===== config.mk =====
export PLATFORM = sky130hd
export DESIGN_NAME = berger_one_scrubber
export DESIGN_NICKNAME = d
export VERILOG_FILES = /design/src/rtl/berger_pkg.sv /design/src/rtl/berger_one_check.sv /design/src/rtl/berger_one_scrubber.sv
export SDC_FILE = /design/constraint.sdc
export NUM_CORES = 1
export LEC_CHECK = 0
export ABC_AREA = 1
export CAP_MARGIN = 25
export CORE_ASPECT_RATIO = 0.9
export CORE_MARGIN = 3
export CORE_UTILIZATION = 40
export DETAILED_ROUTE_END_ITERATION = 16
export PLACE_DENSITY = 0.71
export SLEW_MARGIN = 20
export SYNTH_ARGS = -nofsm -noshare
export SYNTH_HDL_FRONTEND = slang
export SYNTH_SLANG_ARGS = --single-unit

===== constraint.sdc =====
create_clock -name clk -period 3.2 [get_ports clk]
set_clock_uncertainty 0.2 [all_clocks]
set_input_delay 0.96 -clock clk [delete_from_list [all_inputs] [get_ports clk]]
set_output_delay 0.96 -clock clk [all_outputs]
set_load 0.1 [all_outputs]

===== src/rtl/berger_pkg.sv =====
// Shared definitions for the Berger-one coded 16x12 word memory.
// Holds the codeword field layout, scrub FSM state encoding and the
// popcount helper shared by the checker and the encoder.
package berger_pkg;

  // Codeword geometry: {data[7:0], check[3:0]}
  localparam int BERGER_DATA_W = 8;
  localparam int BERGER_CHK_W  = 4;
  localparam int BERGER_DEPTH  = 16;
  localparam int BERGER_ADDR_W = 4;

  localparam int DATA_MSB = 11;
  localparam int DATA_LSB = 4;
  localparam int CHK_MSB  = 3;
  localparam int CHK_LSB  = 0;

  // Scrub controller state encoding
  typedef enum logic [1:0] {
    ST_IDLE  = 2'd0,
    ST_SCAN  = 2'd1,
    ST_DRAIN = 2'd2,
    ST_DONE  = 2'd3
  } scrub_state_e;

  // Number of ones in a data byte, sized to the check field.
  function automatic logic [BERGER_CHK_W-1:0] popcount(
    input logic [BERGER_DATA_W-1:0] d
  );
    logic [BERGER_CHK_W-1:0] n;
    n = '0;
    for (int i = 0; i < BERGER_DATA_W; i++) begin
      n = n + {{(BERGER_CHK_W-1){1'b0}}, d[i]};
    end
    return n;
  endfunction

endpackage


===== src/rtl/berger_one_check.sv =====
// Purpose : flags a codeword whose check field differs from the ones-count of its data byte.
// Latency : combinational, no clock.
// Backpressure: none; pure function of the codeword.
// Ports   : codeword_i - 12-bit codeword {data, check}; err_o - 1 when the code is inconsistent.
module berger_one_check
  import berger_pkg::*;
(
  input  logic [DATA_MSB:0] codeword_i,
  output logic              err_o
);

  // Compared at full check width, so check values above 8 can never match.
  assign err_o = (popcount(codeword_i[DATA_MSB:DATA_LSB]) != codeword_i[CHK_MSB:CHK_LSB]);

endmodule


===== src/rtl/berger_one_scrubber.sv =====
// Purpose : sweeps the 16-word Berger memory, checks every word and reports error stats.
// Latency : one pass = DEPTH scan cycles + drain + done (18 cycles), +1 per host stall cycle.
// Backpressure: host writes own the memory port and stall the sweep for that cycle.
// Ports   : clk/rst (async, active-high); start pulse, cont level; host_* write request;
//           mem_* memory port (combinational read data back on mem_rdata);
//           busy, done pulse, err_count, err_map, err_valid, first_err_addr status.
module berger_one_scrubber
  import berger_pkg::*;
#(
  parameter int DATA_W = BERGER_DATA_W,
  parameter int CHK_W  = BERGER_CHK_W,
  parameter int DEPTH  = BERGER_DEPTH,
  parameter int ADDR_W = BERGER_ADDR_W
) (
  input  logic                    clk,
  input  logic                    rst,
  input  logic                    start,
  input  logic                    cont,
  input  logic                    host_wr_en,
  input  logic [ADDR_W-1:0]       host_addr,
  input  logic [DATA_W+CHK_W-1:0] host_wdata,
  output logic                    mem_wr_en,
  output logic [ADDR_W-1:0]       mem_addr,
  output logic [DATA_W+CHK_W-1:0] mem_wdata,
  input  logic [DATA_W+CHK_W-1:0] mem_rdata,
  output logic                    busy,
  output logic                    done,
  output logic [ADDR_W:0]         err_count,
  output logic [DEPTH-1:0]        err_map,
  output logic                    err_valid,
  output logic [ADDR_W-1:0]       first_err_addr
);

  localparam int CW_W = DATA_W + CHK_W;
  localparam logic [ADDR_W-1:0] LAST_ADDR = ADDR_W'(DEPTH - 1);

  scrub_state_e      state_q;
  logic [ADDR_W-1:0] scan_ptr_q;
  logic              busy_q;
  logic              done_q;

  // Check stage: one captured word waiting to be judged
  logic              chk_vld_q;
  logic [CW_W-1:0]   chk_word_q;
  logic [ADDR_W-1:0] chk_addr_q;
  logic              chk_err;

  logic [ADDR_W:0]   err_count_q, err_count_d;
  logic [DEPTH-1:0]  err_map_q, err_map_d;
  logic              err_valid_q, err_valid_d;
  logic [ADDR_W-1:0] first_err_addr_q, first_err_addr_d;

  // Host always wins the port; otherwise the sweep pointer drives a read.
  assign mem_wr_en = host_wr_en;
  assign mem_addr  = host_wr_en ? host_addr : scan_ptr_q;
  assign mem_wdata = host_wr_en ? host_wdata : '0;

  berger_one_check u_check (
    .codeword_i (chk_word_q),
    .err_o      (chk_err)
  );

  // Stats update from the retiring check-stage word
  always_comb begin
    err_count_d      = err_count_q;
    err_map_d        = err_map_q;
    err_valid_d      = err_valid_q;
    first_err_addr_d = first_err_addr_q;
    if (chk_vld_q && chk_err) begin
      err_count_d           = err_count_q + {{ADDR_W{1'b0}}, 1'b1};
      err_map_d[chk_addr_q] = 1'b1;
      if (!err_valid_q) begin
        err_valid_d      = 1'b1;
        first_err_addr_d = chk_addr_q;
      end
    end
  end

  always_ff @(posedge clk or posedge rst) begin
    if (rst) begin
      state_q          <= ST_IDLE;
      scan_ptr_q       <= '0;
      busy_q           <= 1'b0;
      done_q           <= 1'b0;
      chk_vld_q        <= 1'b0;
      chk_word_q       <= '0;
      chk_addr_q       <= '0;
      err_count_q      <= '0;
      err_map_q        <= '0;
      err_valid_q      <= 1'b0;
      first_err_addr_q <= '0;
    end else begin
      done_q           <= 1'b0;
      chk_vld_q        <= 1'b0;
      err_count_q      <= err_count_d;
      err_map_q        <= err_map_d;
      err_valid_q      <= err_valid_d;
      first_err_addr_q <= first_err_addr_d;

      case (state_q)
        ST_IDLE: begin
          if (start) begin
            state_q          <= ST_SCAN;
            busy_q           <= 1'b1;
            scan_ptr_q       <= '0;
            err_count_q      <= '0;
            err_map_q        <= '0;
            err_valid_q      <= 1'b0;
            first_err_addr_q <= '0;
          end
        end

        ST_SCAN: begin
          // A host write this cycle means mem_rdata is not our word: hold.
          if (!host_wr_en) begin
            chk_vld_q  <= 1'b1;
            chk_word_q <= mem_rdata;
            chk_addr_q <= scan_ptr_q;
            scan_ptr_q <= scan_ptr_q + 1'b1;
            if (scan_ptr_q == LAST_ADDR) begin
              state_q <= ST_DRAIN;
            end
          end
        end

        ST_DRAIN: begin
          // Last word retires on this edge via the *_d path.
          state_q <= ST_DONE;
          done_q  <= 1'b1;
        end

        ST_DONE: begin
          if (cont) begin
            state_q          <= ST_SCAN;
            scan_ptr_q       <= '0;
            err_count_q      <= '0;
            err_map_q        <= '0;
            err_valid_q      <= 1'b0;
            first_err_addr_q <= '0;
          end else begin
            state_q <= ST_IDLE;
            busy_q  <= 1'b0;
          end
        end

        default: begin
          state_q <= ST_IDLE;
          busy_q  <= 1'b0;
        end
      endcase
    end
  end

  assign busy           = busy_q;
  assign done           = done_q;
  assign err_count      = err_count_q;
  assign err_map        = err_map_q;
  assign err_valid      = err_valid_q;
  assign first_err_addr = first_err_addr_q;

endmodule

== Yosys cells after proc, flatten, opt, wreduce, memory -nomap -nowiden ==
Index checks and enable logic that the tools add are counted.
W data, S select, Z words.
Storage, ports and cells
  memories kept: 0
  register bits: 51
  bits in read-only memories: 0
  word-level logic and storage cells: 79
  latch bits: 0
  output and inout bits: 45
  input port bits: 33
  bits in writable memories: 0
Cells by class
  magnitude comparators: 2
  $mul: 0
  shift operators: 0
  bitwise logic cells: 2
  eq/ne operators: 10
  multiplexer cells: 36
  add/sub/neg operators: 9
  reductions and logical operators: 9
  div/mod/pow operators: 0
Operators with widths (count)
  $mux W16: 3
  $mux W4: 8
  $pmux W16 S2: 1
  $add A4 B1 Y4: 6
  $or A16 B16 Y16: 1
  $mux W5: 3
  $mux W12: 1
  $pmux W4 S3: 1
  $mux W1: 10
  $ne A2 B2 Y1 const B: 5
  $pmux W5 S2: 1
  $pmux W2 S4: 1
  $pmux W4 S2: 1
  $mux W2: 3
  $reduce_and A3 Y1: 2
  $add A5 B1 Y5 const B: 1
  $lt A4 B5 Y1 const B: 1
  $add A4 B1 Y4 const B: 1
  $demux W1 S4: 1
  $eq A2 B2 Y1 const B: 2
  $eq A4 B4 Y1 const B: 1
  $ge A4 B1 Y1 const B: 1
  $ne A4 B4 Y1: 1
  $pmux W1 S2: 2
  9 further kinds: 10

== Logic depth before layout (Yosys ltp) ==
  word-level depth: 12
  depth in mapped cells: 20
  depth with buffers taken out: 19

== By module ==
Synthesis repeated with hierarchy kept, for this count alone.
Unflattened totals
  cells, all modules: 346
  area total of the unflattened synthesis: 2817.7 um^2
Modules (own cells, without submodules)
  berger_one_scrubber: cells an instance 306, times used 1, area each 2562.5 um^2, sequential area each 1276.2 um^2
  berger_one_check: cells an instance 40, times used 1, area each 255.2 um^2, sequential area each 0.0 um^2

== Worst setup path after synthesis ==
No wires, ideal clock.
  path type: input-to-output
  start: in host_wr_en
  end: out mem_addr[0]
  setup slack: -1.229 ns
  buffers on the path: 1
  stages: 2
  arrival time: 3.269 ns
  required time: 2.040 ns
  cell sequence: clkbuf_1 o21ai_0
Between the ends
  word-level cells in the longest chain between the ends: 1
RTL lines
  start, declared: line berger_one_scrubber.sv:19  | input logic host_wr_en,
  $mux W4: line berger_one_scrubber.sv:55  | assign mem_addr = host_wr_en ? host_addr : scan_ptr_q;
  end, declared: line berger_one_scrubber.sv:23  | output logic [ADDR_W-1:0] mem_addr,
Every way passes these cells.

== Worst setup path after layout ==
  start: reg chk_word_q[4]
  end: reg err_map_q[5], in the netlist err_map[5]
Between the ends
  word-level cells in the longest chain between the ends: 12
  elaborated cells between the ends (all ways): 13
  classes of those cells: add/sub: 7; eq/ne: 1; mux: 4; reduce/logical: 1
RTL lines
  start, declared: line berger_one_scrubber.sv:44  | logic [CW_W-1:0] chk_word_q;
  start signal, assigned: line berger_one_scrubber.sv:117  | chk_word_q <= mem_rdata;
  $add A1 B1 Y2 (*): line berger_pkg.sv:32  | n = n + {{(BERGER_CHK_W-1){1'b0}}, d[i]};
  $add A4 B1 Y4 (*) (6 in series): line berger_pkg.sv:32
  $ne A4 B4 Y1 (*): line berger_one_check.sv:13  | assign err_o = (popcount(codeword_i[DATA_MSB:DATA_LSB]) != codeword_i[CHK_MSB:CHK_LSB]);
  $logic_and A1 B1 Y1 (*): line berger_one_scrubber.sv:69  | if (chk_vld_q && chk_err) begin
  $mux W16 (*): line berger_one_scrubber.sv:69
  $mux W16 (on tied branches): line berger_one_scrubber.sv:133, berger_one_scrubber.sv:102
  $pmux W16 S2 (*): line berger_one_scrubber.sv:100  | case (state_q)
  end signal, assigned: line berger_one_scrubber.sv:96  | err_map_q <= err_map_d;
  end, declared: line berger_one_scrubber.sv:49  | logic [DEPTH-1:0] err_map_q, err_map_d;
Mark *: on every way between the ends. The rest lies on a longest branch, timed or not.
A chain may end at the register's enable or synchronous reset.

==> out/qor.csv <==
stage;metric;value;unit
outcome;outcome;complete, but fails checks;
outcome;violations;negative setup slack;
power_and_ir_drop;swShare;52.41;%
yosys;ys.flop_type;dfrtp_1;
floorplan;fp-row-count;28;
power_and_ir_drop;p_clk_share;8.9;%
grt;grt_pass1_wl;10870;um
worst_setup_path;worstPathRequired;3.23;ns
yosys;synth_compound_area_share;8.921;%
yosys;syn_inst;361;
routing;wl_per_cell;11.83;um
sta;hold_viol;0;
grt;met1_usage;20.17;%
power_and_ir_drop;seqPwrFrac;23.7;%
clock_tree;clkLatencyLatePin;0.30;ns
final_layout;seqCellArea;1276;sq um
final_layout;utilization;62.06;%
power_and_ir_drop;vdd_drop_max;0.0005778;V
placement;io_buffers;77;
final_layout;fin_area;4153;sq um
yosys;synth_top_area_cell;dfrtp_1;
power_and_ir_drop;p_switching;2.109;mW
floorplan;fp.dieH;85.45;um
power_and_ir_drop;leakagePower;1.997;nW
floorplan;die_w;94.28;um
power_and_ir_drop;internal_power;1.914;mW
worst_setup_path;worstPathArrival;3.70;ns
sta;setup_ws;-0.4689;ns
yosys;synth_top_area_share;45.50;%
worst_setup_path;cp-start-kind;register;
yosys;synth_area_leaders;dfrtp_1 45%, nand2_1 12%, inv_1 9.1%, nand3_1 4.6%, ha_1 4.5%;
sta;max_freq;0.2726;GHz
placement;place_congestion;0.8431;
yosys;synth_cell_types;27;
yosys;muxShareOfSynthArea;0;%
grt;grt_overflow;0;
final_layout;drive_above_1_share;29.08;%
final_layout;final_cell_count_no_fill;537;
grt;antenna_found_initial;0;
grt;grt_max_degree;52;
clock_tree;path_clk_slew;0.09;ns
routing;viasPerCell;4.696;
routing;drc;0;
routing;drt_iter0_markers;60;
routing;dr.pass1.iters;4;
grt;globalRouteMet3Util;5.408;%
worst_setup_path;cpPeakStageDelay;0.50;ns
yosys;synth_common_cells;87 x nand2_1, 68 x inv_1, 51 x dfrtp_1;
routing;num_vias;2522;
yosys;synth_edf_count;0;
sta;whs;0.2984;ns
power_and_ir_drop;comb_power_share;67.4;%
placement;place_ws;-0.4808;ns
hold_path;hold_depth;2;
final_layout;diodes;0;
final_layout;fill_cells;566;
final_layout;multi_input_area;1398;sq um
sta;layout_min_cycle_time;3.669;ns
final_layout;syn_to_final_growth;48.04;%
grt;first_global_vias;2501;
yosys;yosys_warnings;0;
yosys;synthXorXnorAreaFrac;0.9367;%
hold_path;worst_hold_path_type;reg -> reg;
placement;place.detailed.hpwl;4900;um
yosys;synth_nets;408;
worst_setup_path;cpMaxStageDelayCell;fa_1;
sta;finalSetupTns;-11.00;ns
clock_tree;htree_num_levels;2;
worst_setup_path;criticalPathCategory;reg -> reg;
clock_tree;cts_root_buf;clkbuf_8;
sta;setup_viol;26;
sta;min_period_over_period;114.7;%
yosys;yosys.area_share.simple;25.38;%
placement;dp.cells;526;
grt;grt_busiest_layer;met2;
yosys;synthAdderAreaFrac;7.315;%
clock_tree;cts_inserted_buffers;5;
routing;routed_wl;6352;um
floorplan;coreArea;6691;sq um
yosys;async_flop_share;100.0;%
power_and_ir_drop;p_per_area;968.8;nW/um^2
yosys;synth.most_common_cell;nand2_1;
worst_setup_path;crit_chain;ha_1 > inv_1 > fa_1 > fa_1 > inv_1 > fa_2 > inv_2 > fa_1 > xor2_1 > nand2_1 > nor2_4 > nand2_4 > buf_12 > nand3_2 > a21oi_2;
worst_setup_path;end_kind;register;
clock_tree;clk_path_buf_depth;2;
routing;drtAntennaViolNets;0;
floorplan;ioPinCount;78;
placement;placed_area;3911;sq um
worst_setup_path;path_common_cell;fa_1;
yosys;synth_area;2805;sq um
worst_setup_path;critPathMaxFanout;16;
grt;track_usage;16.59;%
yosys;yosysSeqAreaShare;45.50;%
sta;rsz0062_at_grt;yes;
yosys;ys_ff_latch;51;
yosys;synth_top_family_by_area;simple AND/OR/NAND/NOR gates;
flow_run;drv_cap;0;
floorplan;die_area;8055;sq um
worst_setup_path;r2r_cells;15;
yosys;postSynthAreaPerCell;7.771;sq um
floorplan;initial_core_util;41.92;%
sta;worst_slew_pin_slew;1.055;ns
sta;relSlewSlack;29.68;%
final_layout;final_nets;494;
grt;grt_use_met2;28.41;%
sta;report.final.slew_viol_count;0;
clock_tree;cts_tree;done;
clock_tree;numClockSinks;51;
power_and_ir_drop;finalPower;4.023;mW
==> placed cells by master, fill, tap and decap left out, types with 2 or more instances in the layout <==
master,n
nand2_1,80
inv_1,66
dfrtp_1,51
buf_4,36
nor2_1,33
clkdlybuf4s50_1,31
o21ai_0,21
nand3_2,18
a21oi_2,18
buf_12,17
ha_1,10
nand3_1,9
nand2_2,9
nor2_2,7
clkbuf_8,5
a21oi_1,4
inv_2,3
o21ai_2,3
nor3_1,3
fa_1,3
buf_6,3
xor2_1,2
clkbuf_16,2
==> critical path: cells and delay by family (launching register included) <==
| kind | cells | cell delay [ns] |
|---|---|---|
| buffers and inverters | 4 | 0.37 |
| DFF | 1 | 0.39 |
| AOI/OAI and AO/OA | 1 | 0.18 |
| and+or+nand+nor | 4 | 0.36 |
| xor gates and xnor gates | 1 | 0.15 |
| adders and majority gates | 5 | 1.95 |
==> kinds of logic after synthesis <==
group | after synthesis
AND/OR/NAND/NOR | 163
buffers and inverters | 81
flip-flops | 51
AO/OA/AOI/OAI | 49
adder cells (fa/ha/maj) | 14
XOR/XNOR | 3
==> power by group through the flow <==
| stage | clock network, mW | logic, mW | registers [mW] |
|---|---|---|---|
| finish | 0.357 | 2.71 | 0.953 |
| global route | 0.398 | 3.00 | 0.977 |
| CTS | 0.361 | 2.60 | 0.953 |
| detailed placement | 0 | 2.58 | 0.964 |
| global placement | 0 | 2.48 | 0.954 |
| floorplan | 0 | 1.78 | 1.23 |
==> layout make-up <==
type	instances	share of cell area [%]
inverters	69	6.237
repair buffers	91	24.68
clock inverters	2	0.3314
well taps	90	2.712
multi-input cells	229	33.65
flip-flops and latches	51	30.73
clock buffers	5	1.657
==> final timing paths <==
path	slack [ns]	end	startpoint
max reg2reg	-0.47	err_map[5]	chk_word_q[4]
max in group asynchronous	1.75	chk_word_q[0]	rst
min in group asynchronous	0.81	err_map[15]	rst
min reg2reg	0.30	chk_word_q[4]	chk_word_q[4]
min	0.30	chk_word_q[4]	chk_word_q[4]
max	-0.47	err_map[5]	chk_word_q[4]
==> flip-flops by register name, indices dropped and copies added (netlist names) <==
| name | count |
|---|---|
| busy | 1 |
| chk_addr_q | 4 |
| chk_vld_q | 1 |
| chk_word_q | 12 |
| done | 1 |
| err_count | 5 |
| err_map | 16 |
| err_valid | 1 |
| first_err_addr | 4 |
| scan_ptr_q | 4 |
| state_q | 2 |
==> timing repair <==
action,4_1_cts,5_1_grt
setup buffers,0,3
gates cloned,0,1
pin swaps,5,0
endpoints found under the setup margin,26,31
hold buffers,0,0
hold endpoints to repair,0,0
gates resized for setup,3,31
==> layer usage <==
metal	wire length [um]	vias up
met5	0	-
met4	74	0
met3	523	6
met2	3112	79
met1	2642	1165
li1	-	1272
(Power assumes the default switching activity.)
